## config.mk

```make
export PLATFORM = sky130hd
export DESIGN_NAME = seq_detector_multi
export DESIGN_NICKNAME = d
export VERILOG_FILES = /design/src/rtl/seq_det_pkg.sv /design/src/rtl/seq_det_match.sv /design/src/rtl/seq_detector_multi.sv
export SDC_FILE = /design/constraint.sdc
export NUM_CORES = 1
export LEC_CHECK = 0
export CORE_MARGIN = 2
export CORE_UTILIZATION = 56
export CTS_CLUSTER_SIZE = 16
export DETAILED_ROUTE_END_ITERATION = 10
export HOLD_SLACK_MARGIN = 0.12
export PLACE_DENSITY = 0.87
export SKIP_CTS_REPAIR_TIMING = 1
export SYNTH_ARGS = -nofsm -noshare
export SYNTH_HDL_FRONTEND = slang
export SYNTH_HIERARCHICAL = 1
export SYNTH_SLANG_ARGS = --single-unit
```

## constraint.sdc

```tcl
create_clock -name clk -period 3.25 [get_ports clk]
set_input_delay 0.975 -clock clk [delete_from_list [all_inputs] [get_ports clk]]
set_output_delay 0.975 -clock clk [all_outputs]
set_load 0.05 [all_outputs]
```

## src/rtl/seq_det_pkg.sv

```systemverilog
// seq_det_pkg
//   Shared types and helpers for the multi-pattern serial sequence detector.
//   state_t      : detector FSM states (DISABLED / FILL / ACTIVE)
//   MAX_PAT_LEN  : widest pattern the detector supports
//   pattern_hit  : masked compare of a candidate window against one pattern
package seq_det_pkg;

    typedef enum logic [1:0] {
        DISABLED = 2'd0,
        FILL     = 2'd1,
        ACTIVE   = 2'd2
    } state_t;

    localparam int MAX_PAT_LEN = 16;

    // An all-zero mask marks the entry as unused, so it must never report a hit
    // even though the masked difference is trivially zero.
    function automatic logic pattern_hit(
        input logic [MAX_PAT_LEN-1:0] cand,
        input logic [MAX_PAT_LEN-1:0] pat,
        input logic [MAX_PAT_LEN-1:0] mask
    );
        return (mask != '0) && (((cand ^ pat) & mask) == '0);
    endfunction

endpackage

```

## src/rtl/seq_det_match.sv

```systemverilog
// seq_det_match
//   One pattern entry of the sequence detector: pattern/mask registers, masked
//   compare, registered match pulse and saturating match counter.
// Ports
//   clk, rstn    : clock (rising edge), asynchronous active-low reset
//   cfg_we       : write cfg_pattern/cfg_mask into this entry
//   cfg_pattern  : pattern, bit PAT_LEN-1 oldest, bit 0 newest
//   cfg_mask     : 1 = compare bit, 0 = don't care
//   cand         : current candidate window from the shared history
//   eval         : the candidate is a real evaluation this cycle
//   clr_cnt      : synchronous counter clear (wins over a hit)
//   hit          : combinational compare result (used by the FSM for non-overlap)
//   match        : registered one-cycle match pulse
//   cnt          : saturating match counter
module seq_det_match
    import seq_det_pkg::*;
#(
    parameter int PAT_LEN = 3,
    parameter int CNT_W   = 8
) (
    input  logic               clk,
    input  logic               rstn,
    input  logic               cfg_we,
    input  logic [PAT_LEN-1:0] cfg_pattern,
    input  logic [PAT_LEN-1:0] cfg_mask,
    input  logic [PAT_LEN-1:0] cand,
    input  logic               eval,
    input  logic               clr_cnt,
    output logic               hit,
    output logic               match,
    output logic [CNT_W-1:0]   cnt
);

    logic [PAT_LEN-1:0] pat_q;
    logic [PAT_LEN-1:0] mask_q;

    assign hit = pattern_hit(MAX_PAT_LEN'(cand), MAX_PAT_LEN'(pat_q), MAX_PAT_LEN'(mask_q));

    always_ff @(posedge clk or negedge rstn) begin
        if (!rstn) begin
            pat_q  <= '0;
            mask_q <= '0;
        end else if (cfg_we) begin
            pat_q  <= cfg_pattern;
            mask_q <= cfg_mask;
        end
    end

    // Counter holds at all-ones instead of wrapping; clear has priority.
    always_ff @(posedge clk or negedge rstn) begin
        if (!rstn) begin
            match <= 1'b0;
            cnt   <= '0;
        end else begin
            match <= eval && hit;
            if (clr_cnt) begin
                cnt <= '0;
            end else if (eval && hit && (cnt != '1)) begin
                cnt <= cnt + CNT_W'(1);
            end
        end
    end

endmodule

```

## src/rtl/seq_detector_multi.sv

```systemverilog
// seq_detector_multi
//   Serial sequence detector with N_PAT runtime-programmable, maskable patterns
//   of PAT_LEN bits each, overlapping or non-overlapping detection.
// Ports
//   clk, rstn    : clock (rising edge), asynchronous active-low reset
//   en           : detector enable; low flushes history and disables detection
//   overlap      : 1 = overlapping detection, 0 = restart after every hit
//   in_valid     : in_bit carries a stream bit this cycle
//   in_bit       : serial data bit
//   cfg_load     : write entry cfg_idx (accepted only while DISABLED)
//   cfg_idx      : entry index; out-of-range indexes are rejected
//   cfg_pattern  : pattern, bit PAT_LEN-1 oldest, bit 0 newest
//   cfg_mask     : compare mask, all-zero disables the entry
//   clr_cnt      : synchronous clear of all match counters
//   match        : per-pattern one-cycle registered match pulse
//   match_cnt    : packed saturating counters, entry i at [i*CNT_W +: CNT_W]
//   cfg_err      : one-cycle pulse when a cfg_load is rejected
module seq_detector_multi
    import seq_det_pkg::*;
#(
    parameter int PAT_LEN = 3,
    parameter int N_PAT   = 2,
    parameter int CNT_W   = 8,
    localparam int IDX_W  = (N_PAT > 1) ? $clog2(N_PAT) : 1
) (
    input  logic                   clk,
    input  logic                   rstn,
    input  logic                   en,
    input  logic                   overlap,
    input  logic                   in_valid,
    input  logic                   in_bit,
    input  logic                   cfg_load,
    input  logic [IDX_W-1:0]       cfg_idx,
    input  logic [PAT_LEN-1:0]     cfg_pattern,
    input  logic [PAT_LEN-1:0]     cfg_mask,
    input  logic                   clr_cnt,
    output logic [N_PAT-1:0]       match,
    output logic [N_PAT*CNT_W-1:0] match_cnt,
    output logic                   cfg_err
);

    localparam int FILL_W = $clog2(PAT_LEN + 1);

    state_t              state_q, state_d;
    logic [PAT_LEN-2:0]  hist_q, hist_d;
    logic [FILL_W-1:0]   fill_q, fill_d;
    logic [PAT_LEN-1:0]  cand;
    logic [N_PAT-1:0]    hit;
    logic                eval;
    logic                cfg_ok;

    // The newest bit is appended below the retained history to form the window.
    assign cand = {hist_q, in_bit};

    assign cfg_ok = cfg_load && (state_q == DISABLED) && (32'(cfg_idx) < N_PAT);

    always_ff @(posedge clk or negedge rstn) begin
        if (!rstn) begin
            state_q <= DISABLED;
            hist_q  <= '0;
            fill_q  <= '0;
            cfg_err <= 1'b0;
        end else begin
            state_q <= state_d;
            hist_q  <= hist_d;
            fill_q  <= fill_d;
            cfg_err <= cfg_load && !cfg_ok;
        end
    end

    // The sample that completes the fill is already evaluated, so the very
    // first PAT_LEN bits after enabling can produce a match.
    always_comb begin
        state_d = state_q;
        hist_d  = hist_q;
        fill_d  = fill_q;
        eval    = 1'b0;
        if (!en) begin
            state_d = DISABLED;
            hist_d  = '0;
            fill_d  = '0;
        end else begin
            case (state_q)
                DISABLED: begin
                    state_d = FILL;
                    hist_d  = '0;
                    fill_d  = '0;
                end
                FILL: begin
                    if (in_valid) begin
                        hist_d = cand[PAT_LEN-2:0];
                        fill_d = fill_q + FILL_W'(1);
                        if (fill_q == FILL_W'(PAT_LEN - 1)) begin
                            eval    = 1'b1;
                            state_d = ACTIVE;
                        end
                    end
                end
                ACTIVE: begin
                    if (in_valid) begin
                        hist_d = cand[PAT_LEN-2:0];
                        eval   = 1'b1;
                    end
                end
                default: begin
                    state_d = DISABLED;
                    hist_d  = '0;
                    fill_d  = '0;
                end
            endcase
            // Non-overlapping mode: any hit throws away the window so the next
            // match must be built from PAT_LEN fresh bits.
            if (eval && (|hit) && !overlap) begin
                state_d = FILL;
                hist_d  = '0;
                fill_d  = '0;
            end
        end
    end

    for (genvar i = 0; i < N_PAT; i++) begin : g_entry
        seq_det_match #(
            .PAT_LEN (PAT_LEN),
            .CNT_W   (CNT_W)
        ) u_match (
            .clk         (clk),
            .rstn        (rstn),
            .cfg_we      (cfg_ok && (cfg_idx == IDX_W'(i))),
            .cfg_pattern (cfg_pattern),
            .cfg_mask    (cfg_mask),
            .cand        (cand),
            .eval        (eval),
            .clr_cnt     (clr_cnt),
            .hit         (hit[i]),
            .match       (match[i]),
            .cnt         (match_cnt[i*CNT_W +: CNT_W])
        );
    end

endmodule

```

==> results list, run 1 <==
- Internal power comes to 838 uW.
* Length in cells of the worst reg-to-reg path: 9
- The H-tree generated during clock tree synthesis spans 2 levels.
* Num CTS Buffers: 5
* Via count: 1497
- Sequential area share after synthesis: 0.470
- The area growth from synthesis to layout is 24.5%.
* CP Class: input pin to flop
* GRT Util Overall: 0.232
- The worst setup path is captured at a flop.
- Crit path arrival time: 2920 ps
* Post-synth top area cell: sky130_fd_sc_hd__dfrtp_1
* Post-synthesis cell type count: 37
- Adding up every negative setup slack in the final design gives 0 ps.
- Sum of overflow across all layers after global routing: 0
- Setup-violating endpoint count in the final report: 0
- Core footprint: 0.00336 mm^2
* Maximum number of pins on one net before global-route repair: 38
* Relative contribution of combinational cells to total power: 0.171
- Fin crit period: 2650 ps
* Timing-limited maximum frequency: 377 MHz
* Latest clock arrival within the worst-skew pair: 350 ps
- The total count of hold-check failures in the final report came to 0.
- The initialized floorplan defines 21 standard-cell rows.
* Worst clock skew: 5.09 ps
* Startpoint of the worst-slack reg-to-reg timing path: state_q[0]$_DFFE_PN0P_
* Number of instances in the synthesized netlist: 178
* Fraction of final layout cells sized beyond drive strength 1: 0.157
* Nets in the synthesized netlist: 199
- After clock tree synthesis, the clock-pin slew on the worst setup and hold paths is 120 ps.
- The clock passes through at most 2 buffers.
* Number of synthesis warnings: 6
- Number of DRC markers in iteration 0: 85
- Run status: finished, final reports clean
* Cell leakage power: 0.00105 uW
- Seq pwr share: 0.475
- Area contributors post-synth: sky130_fd_sc_hd__dfrtp_1, sky130_fd_sc_hd__mux2_2, sky130_fd_sc_hd__xor2_1
- Post-route fraction of the period consumed by the critical path: 0.816
- Area share of the largest cell type after synthesis: 0.470
* Via count of the first global-routing pass: 1545
- Number of antenna cells inserted: 0
- For hold timing, the worst endpoint is g_entry[1].u_match/pat_q[1]$_DFFE_PN0P_.
* IR Drop Worst-Case VDD: 0.335 mV
* Setup repair after global routing missed its margin: false
* Initial cell density of the core: 0.586
- The finished cells cover 0.00245 mm^2.
* Multi-input combinational cell area: 0.00101 mm^2
* Seq. cell area: 926 um^2
- Hold Startpoint: g_entry[1].u_match/pat_q[1]$_DFFE_PN0P_
* Startpoint type of the worst setup path: input pin
* Total power consumption of the routed design: 1140 uW
- Once layout is complete, the utilization of the core stands at 0.730.
* Delay contributed by the slowest stage of the critical path: 540 ps
- Setup slack on the worst reg-to-reg path comes out at 870 ps.
* Critical Path RT: 3520 ps
- Each instance of the synthesized netlist takes up on average 11.1 um^2.
- Mean routed wirelength per cell: 16.0 um
* Total I/O pin count: 34
- First element of the critical path: in_valid
- Dividing the detail-routed via count by the number of cells gives 5.71.
- Clk sink count: 37
- The number of pins exceeding their max-slew limit in the final report is 0.
- Antenna-violating nets left: 0
- Switching component of the power: 305 uW
- For the pin with the worst max-slew slack, the measured transition is 569 ps.
* Worst hold path type: flop to flop
* P per Cell Area: 466 mW/mm^2
- The first global-routing pass estimated 7220 um of wire.
- The layout has 262 filler cells.
- The synthesized design contains 37 register bits.
- Combined area of all synthesized cells: 0.00197 mm^2
- Most frequently used cell type in the post-synthesis netlist: sky130_fd_sc_hd__dfrtp_1
- The signal on the critical path passes through clkdlybuf4s50_1 -> nand2_4 -> nor3b_1 -> o31ai_1 -> a21oi_2 -> nand3_4 -> or3_1 -> a21oi_1.
- Across the run, the number of max-cap violations was 0.
- DRC violations left: 0
* GP Congestion: 0.782
- The floorplan step set the die width to 63.3 um.
- Top post-synthesis cells by count: sky130_fd_sc_hd__dfrtp_1, sky130_fd_sc_hd__mux2_2, sky130_fd_sc_hd__a21oi_1, sky130_fd_sc_hd__nor2_1
* Endpoint of the worst-slack reg-to-reg timing path: g_entry[0].u_match/cnt[4]$_DFFE_PN0P_
* TritonCTS clock tree: built
* Standard cell with the maximum stage delay on the critical path: sky130_fd_sc_hd__clkdlybuf4s50_1
- Of the total power, the share spent switching nets is 0.267.
- For this run, the leading register cell type out of synthesis is sky130_fd_sc_hd__dfrtp_1.
* Die ar.: 0.00401 mm^2
* Number of antenna violations at the first check in global routing: 0
* EDFF count, synth: 0
- Placed inst area: 0.00235 mm^2
* Number of input and output port buffers inserted: 33
- Depth of the worst hold-timing path: 1
- The share of total power dissipated in the clock network is 0.354.
- Largest driver fanout on the critical path: 8
- The root buffer cell chosen for the clock tree is sky130_fd_sc_hd__clkbuf_4.
* Vertical die dimension: 63.3 um
- Once detailed placement completed, the half-perimeter wirelength came to 3080 um.
- Nets: 236
- Post-Route WL: 4180 um
- The first detailed-routing pass ran for 4 iterations.
- Max-Slew Margin vs Limit: 0.619
- Share of flip-flops with an asynchronous set or reset: 1.00
==> critical path: cells and delay by family <==
kind | cells | cell delay [ps]
AND/OR/NAND/NOR | 4 | 870
AO/OA/AOI/OAI | 3 | 530
buffers and inverters | 1 | 540
==> cells by family after synthesis <==
family / Yosys count / synth area share
compound gates: 34 / 0.136
xor+xnor: 10 / 0.0444
fa+ha+maj: 6 / 0.0381
buf+inv: 8 / 0.0190
flops: 37 / 0.470
mux: 18 / 0.0990
simple gates: 65 / 0.194
==> area by class of cell <==
type                       instances  share of cell area
clock buffer                       5              0.0153
inverter                           3             0.00459
multi-input combinational        133               0.411
clock inverter                     3              0.0280
timing repair buffer              35               0.141
tap                               46              0.0234
sequential                        37               0.377
==> how the worst max path moves through the flow <==
stage / end / slack, ps
after floorplan: g_entry[0].u_match/cnt[3]$_DFFE_PN0P_ / 880
after global placement: g_entry[0].u_match/cnt[3]$_DFFE_PN0P_ / 290
after CTS: g_entry[1].u_match/cnt[5]$_DFFE_PN0P_ / 610
after global routing: g_entry[0].u_match/cnt[7]$_DFFE_PN0P_ / 500
final: g_entry[0].u_match/cnt[4]$_DFFE_PN0P_ / 600
after detailed placement: g_entry[0].u_match/cnt[4]$_DFFE_PN0P_ / 240
==> power groups by stage <==
stage               registers (uW)  logic (uW)  clock network, uW
floorplan                      544         140                  0
global placement               547         188                  0
detailed placement             552         196                  0
CTS                            543         198                414
global route                   549         213                433
finish                         543         195                404
==> metal layers <==
| layer | up-vias | share of wire | global-route usage |
|---|---|---|---|
| met1 | 731 | 0.44 | 0.280 |
| met3 | 10 | 0.048 | 0.0643 |
| met4 | 0 | 0.020 | 0.0788 |
| met2 | 41 | 0.50 | 0.397 |
| li1 | 715 | - | - |
| met5 | - | 0 | 0 |
==> placed cells by master, fill, tap and decap left out <==
master / instances
sky130_fd_sc_hd__or3_1: 6
sky130_fd_sc_hd__nand2_4: 1
sky130_fd_sc_hd__nor4_1: 1
sky130_fd_sc_hd__nor3b_1: 5
sky130_fd_sc_hd__dfrtp_1: 37
sky130_fd_sc_hd__nand2_1: 10
sky130_fd_sc_hd__clkbuf_4: 5
sky130_fd_sc_hd__o31a_1: 1
sky130_fd_sc_hd__mux2_2: 12
sky130_fd_sc_hd__a21oi_2: 3
sky130_fd_sc_hd__inv_6: 1
sky130_fd_sc_hd__nor2_1: 11
sky130_fd_sc_hd__and2_1: 4
sky130_fd_sc_hd__a22oi_4: 2
sky130_fd_sc_hd__nand3_4: 2
sky130_fd_sc_hd__inv_1: 3
sky130_fd_sc_hd__nor3_1: 3
sky130_fd_sc_hd__o21ai_1: 6
sky130_fd_sc_hd__o21a_1: 1
sky130_fd_sc_hd__o41ai_4: 1
sky130_fd_sc_hd__xor2_1: 10
sky130_fd_sc_hd__clkdlybuf4s50_1: 33
sky130_fd_sc_hd__or2_2: 2
sky130_fd_sc_hd__and2b_2: 1
sky130_fd_sc_hd__a21oi_1: 11
sky130_fd_sc_hd__nor2b_1: 5
sky130_fd_sc_hd__mux2i_1: 6
sky130_fd_sc_hd__a21boi_1: 1
sky130_fd_sc_hd__o31ai_1: 2
sky130_fd_sc_hd__nand3_1: 3
sky130_fd_sc_hd__and3_1: 3
sky130_fd_sc_hd__ha_1: 6
sky130_fd_sc_hd__nand4_1: 6
sky130_fd_sc_hd__bufinv_16: 2
sky130_fd_sc_hd__o21ai_0: 2
sky130_fd_sc_hd__a311oi_1: 2
sky130_fd_sc_hd__nand2b_1: 2
sky130_fd_sc_hd__buf_4: 2
sky130_fd_sc_hd__o311a_1: 2
==> per-stage QoR <==
stage                     setup WS, ps  cells  hold slack [ps]
after floorplan                    883    178              501
after global placement             295    254              512
after detailed placement           243    254              518
after CTS                          612    262              547
after global routing               501    262              553
final                              598    262              544
==> flip-flops by register name (all words and copies together), names as in the netlist <==
signal                  flops
g_entry.u_match/cnt        16
state_q                     2
hist_q                      2
g_entry.u_match/match       2
g_entry.u_match/pat_q       6
cfg_err                     1
g_entry.u_match/mask_q      6
fill_q                      2
No activity file was read; power rests on OpenSTA's default activity.
==> run 2: changes to the inputs <==
--- a/config.mk
+++ b/config.mk
@@ -6,11 +6,11 @@
 export NUM_CORES = 1
 export LEC_CHECK = 0
 export CORE_MARGIN = 2
-export CORE_UTILIZATION = 56
+export CORE_UTILIZATION = 52
 export CTS_CLUSTER_SIZE = 16
 export DETAILED_ROUTE_END_ITERATION = 10
 export HOLD_SLACK_MARGIN = 0.12
-export PLACE_DENSITY = 0.87
+export PLACE_DENSITY = 0.82
 export SKIP_CTS_REPAIR_TIMING = 1
 export SYNTH_ARGS = -nofsm -noshare
 export SYNTH_HDL_FRONTEND = slang
==> constraint.sdc (replaced) <==
create_clock -name clk -period 2.6 [get_ports clk]
set_input_delay 0.78 -clock clk [delete_from_list [all_inputs] [get_ports clk]]
set_output_delay 0.78 -clock clk [all_outputs]
set_load 0.05 [all_outputs]
==> results list, run 2 (synthesis gave the netlist of run 1 again) <==
- The number of detailed-route iterations in the first pass was 4 (unchanged).
- The largest net degree at the start of global routing is 38 (unchanged).
- Flip-flop count of the largest register after layout: 16 (unchanged)
* Cell row count: 22 (was 21)
- GRT Util Overall: 0.233 (was 0.232)
- The required time of the worst setup path was 2810 ps (was 3520 ps).
- Of the available clock period, the critical path in the final layout requires 0.949.
* Max Slew Vio Count: 0 (unchanged)
- The total number of vias was 1556 (was 1497).
- Depth of the CTS H-tree: 2 (unchanged)
* Seq. cell area: 926 um^2 (unchanged)
- The number of CTS-inserted buffers came to 5 (unchanged).
- The global placement routability congestion is 0.813 (was 0.782).
* Startpoint of the worst-slack reg-to-reg timing path: state_q[0]$_DFFE_PN0P_ (unchanged)
- The worst endpoint data arrival time came to 2680 ps (was 2920 ps).
* Number of cells on the critical path: 8 (unchanged)
- The placed wire-length estimate after detailed placement is 3070 um (was 3080 um).
- Signed area change from the synthesized netlist to the final layout: 29.7% (was 24.5%)
* Endpoint of the worst-slack reg-to-reg timing path: g_entry[1].u_match/cnt[5]$_DFFE_PN0P_ (was g_entry[0].u_match/cnt[4]$_DFFE_PN0P_)
- Fraction of final layout cells sized beyond drive strength 1: 0.197 (was 0.157)
* Largest reg by FF count: g_entry.u_match/cnt (unchanged)
- Post-Place Worst Slack: -85.4 ps (was 243 ps)
- Fin crit period: 2470 ps
* Length in cells of the worst reg-to-reg path: 9 (unchanged)
- Wire length of the first global-routing pass: 7510 um (was 7220 um)
* Core footprint: 0.00366 mm^2 (was 0.00336 mm^2)
- Number of DRC markers in iteration 0: 60 (was 85)
- The destination of the critical timing path is g_entry[1].u_match/cnt[5]$_DFFE_PN0P_ (was g_entry[0].u_match/cnt[4]$_DFFE_PN0P_).
- Setup-violating endpoint count in the final report: 0 (unchanged)
- The setup slack of the most critical reg-to-reg path came to 260 ps (was 870 ps).
- Via count of the first global-routing pass: 1632 (was 1545)
* Setup WS post-layout: 132 ps (was 598 ps)
- Delay contributed by the slowest stage of the critical path: 540 ps (about the same)
- Number of endpoints with negative hold slack in the final report: 0 (unchanged)
- Latest clock arrival within the worst-skew pair: 300 ps (was 350 ps)
- Number of input and output port buffers inserted: 33 (unchanged)
- The maximum buffer depth of the clock tree is 2 (unchanged).
- Delay-heaviest family, CP: simple AND/OR/NAND/NOR gates (unchanged)
- Standard cell with the maximum stage delay on the critical path: sky130_fd_sc_hd__clkdlybuf4s50_1 (unchanged)
- The post-CTS clock slew at the launch and capture registers of the worst setup and hold paths came to 70 ps (was 120 ps).
- The most common cell after layout, fill and taps aside is sky130_fd_sc_hd__dfrtp_1 (unchanged).
* Startpoint type of the worst setup path: input pin (unchanged)
* Worst clock skew: 6.80 ps (was 5.09 ps)
- IR Drop Worst-Case VDD: 0.379 mV (was 0.335 mV)
- Initial cell density of the core: 0.539 (was 0.586)
* Final std cell area, no fill: 0.00256 mm^2 (was 0.00245 mm^2)
- Clk sink count: 37 (unchanged)
- Final core area utilization: 0.699 (was 0.730)
* CP Class: input pin to flop (unchanged)
- P per Cell Area: 574 mW/mm^2 (was 466 mW/mm^2)
- The endpoint type of the worst setup path is a flop (unchanged).
* # Max-Cap Violations: 0 (unchanged)
* Placed inst area: 0.00244 mm^2 (was 0.00235 mm^2)
- The mean number of vias per cell came to 5.64 (was 5.71).
* Largest driver fanout on the critical path: 4 (was 8)
* Max-Slew Margin vs Limit: 0.607 (was 0.619)
* Timing-limited maximum frequency: 405 MHz
- Commonest cells after routing, fill and taps aside: sky130_fd_sc_hd__dfrtp_1, sky130_fd_sc_hd__clkdlybuf4s50_1, sky130_fd_sc_hd__buf_4 (was sky130_fd_sc_hd__dfrtp_1, sky130_fd_sc_hd__clkdlybuf4s50_1, sky130_fd_sc_hd__mux2_2).
- CP cell instances: clkdlybuf4s50_1 -> nand2_4 -> nor3b_1 -> o31ai_1 -> a21oi_2 -> nand3_4 -> or3_1 -> a21oi_1 (unchanged)
- Leading registers by flop count: g_entry.u_match/cnt (16), g_entry.u_match/mask_q (6), g_entry.u_match/pat_q (6) (unchanged).
- Post-Route WL: 4440 um (was 4180 um)
- Mean routed wirelength per cell: 16.1 um (was 16.0 um)
- Slew at the pin closest to its max-slew limit: 587 ps (was 569 ps)
* Cell leakage power: 0.00111 uW (was 0.00105 uW)
* Total I/O pin count: 34 (unchanged)
* Worst hold path type: flop to flop (unchanged)
- The initial antenna violation count was 0 (unchanged).
- The remaining design rule violation count came to 0 (unchanged).
* Setup TNS after final layout: 0 ps (unchanged)
- Run status: finished, final reports clean (unchanged)
- The TritonCTS clock tree was built (unchanged).
* Buffers & Inverters on Critical Path: 1 (unchanged)
* Nets: 248 (was 236)
- Filler Cells Inserted: 263 (was 262)
* Die X-Extent: 65.6 um (was 63.3 um)
* Die ar.: 0.00430 mm^2 (was 0.00401 mm^2)
- The clock root buffer is sky130_fd_sc_hd__clkbuf_8 (was sky130_fd_sc_hd__clkbuf_4).
* Antenna-violating nets left: 0 (unchanged)
- The vertical die dimension came to 65.6 um (was 63.3 um).
- Number of antenna cells inserted: 0 (unchanged)
* Hold WS: 534 ps (was 544 ps)
- Multi-input combinational cell area: 0.00101 mm^2 (unchanged)
- Sum of overflow across all layers after global routing: 0 (unchanged)
* Setup repair after global routing missed its margin: false (unchanged)
- The start point of the critical path is in_valid (unchanged).
[run 2: per-stage QoR]
stage,std cells,total power [uW]
after floorplan,178,855
after global placement,268,944
after detailed placement,268,956
after CTS,276,1470
after global routing,276,1530
final,276,1470
[run 2: cell type report]
type | instances | share of cell area
Clock buffer | 7 | 0.0338
Timing Repair Buffer | 47 | 0.170
Tap cell | 48 | 0.0235
Sequential cell | 37 | 0.362
Clock inverter | 1 | 0.0117
Inverter | 3 | 0.00440
Multi-Input combinational cell | 133 | 0.394
[run 2: power breakdown]
group	switching (uW)	total (uW)	leakage [uW]	internal, uW
Combinational	130	269	0.000565	139
Sequential	55.3	679	0.000488	624
Clock	207	520	0.0000585	313
Total	392	1470	0.00111	1080
[run 2: routing by layer]
layer  vias to the layer above  global-route usage  share of wire
li1                        738                   -              -
met5                         -                   0              0
met4                         0               0.107          0.022
met1                       763               0.280           0.41
met3                        10              0.0428          0.044
met2                        45               0.404           0.52
[run 2: how the worst min path moves through the flow]
stage	from	end	slack [ps]	depth (start not counted)
floorplan	rstn	cfg_err$_DFF_PN0_	480	0
CTS	g_entry[1].u_match/pat_q[1]$_DFFE_PN0P_	g_entry[1].u_match/pat_q[1]$_DFFE_PN0P_	540	1
finish	g_entry[1].u_match/pat_q[1]$_DFFE_PN0P_	g_entry[1].u_match/pat_q[1]$_DFFE_PN0P_	530	1
detailed placement	g_entry[1].u_match/pat_q[1]$_DFFE_PN0P_	g_entry[1].u_match/pat_q[1]$_DFFE_PN0P_	520	1
global route	g_entry[1].u_match/pat_q[1]$_DFFE_PN0P_	g_entry[1].u_match/pat_q[1]$_DFFE_PN0P_	560	1
global placement	g_entry[0].u_match/pat_q[1]$_DFFE_PN0P_	g_entry[0].u_match/pat_q[1]$_DFFE_PN0P_	510	1
[run 2: worst reg2reg max path, delay by kind of cell (launching register included)]
kind                       cells  cell delay (ps)
adders and majority gates      1              330
and+or+nand+nor                3              780
AOI/OAI and AO/OA              4              650
buffers and inverters          1              100
DFF                            1              400
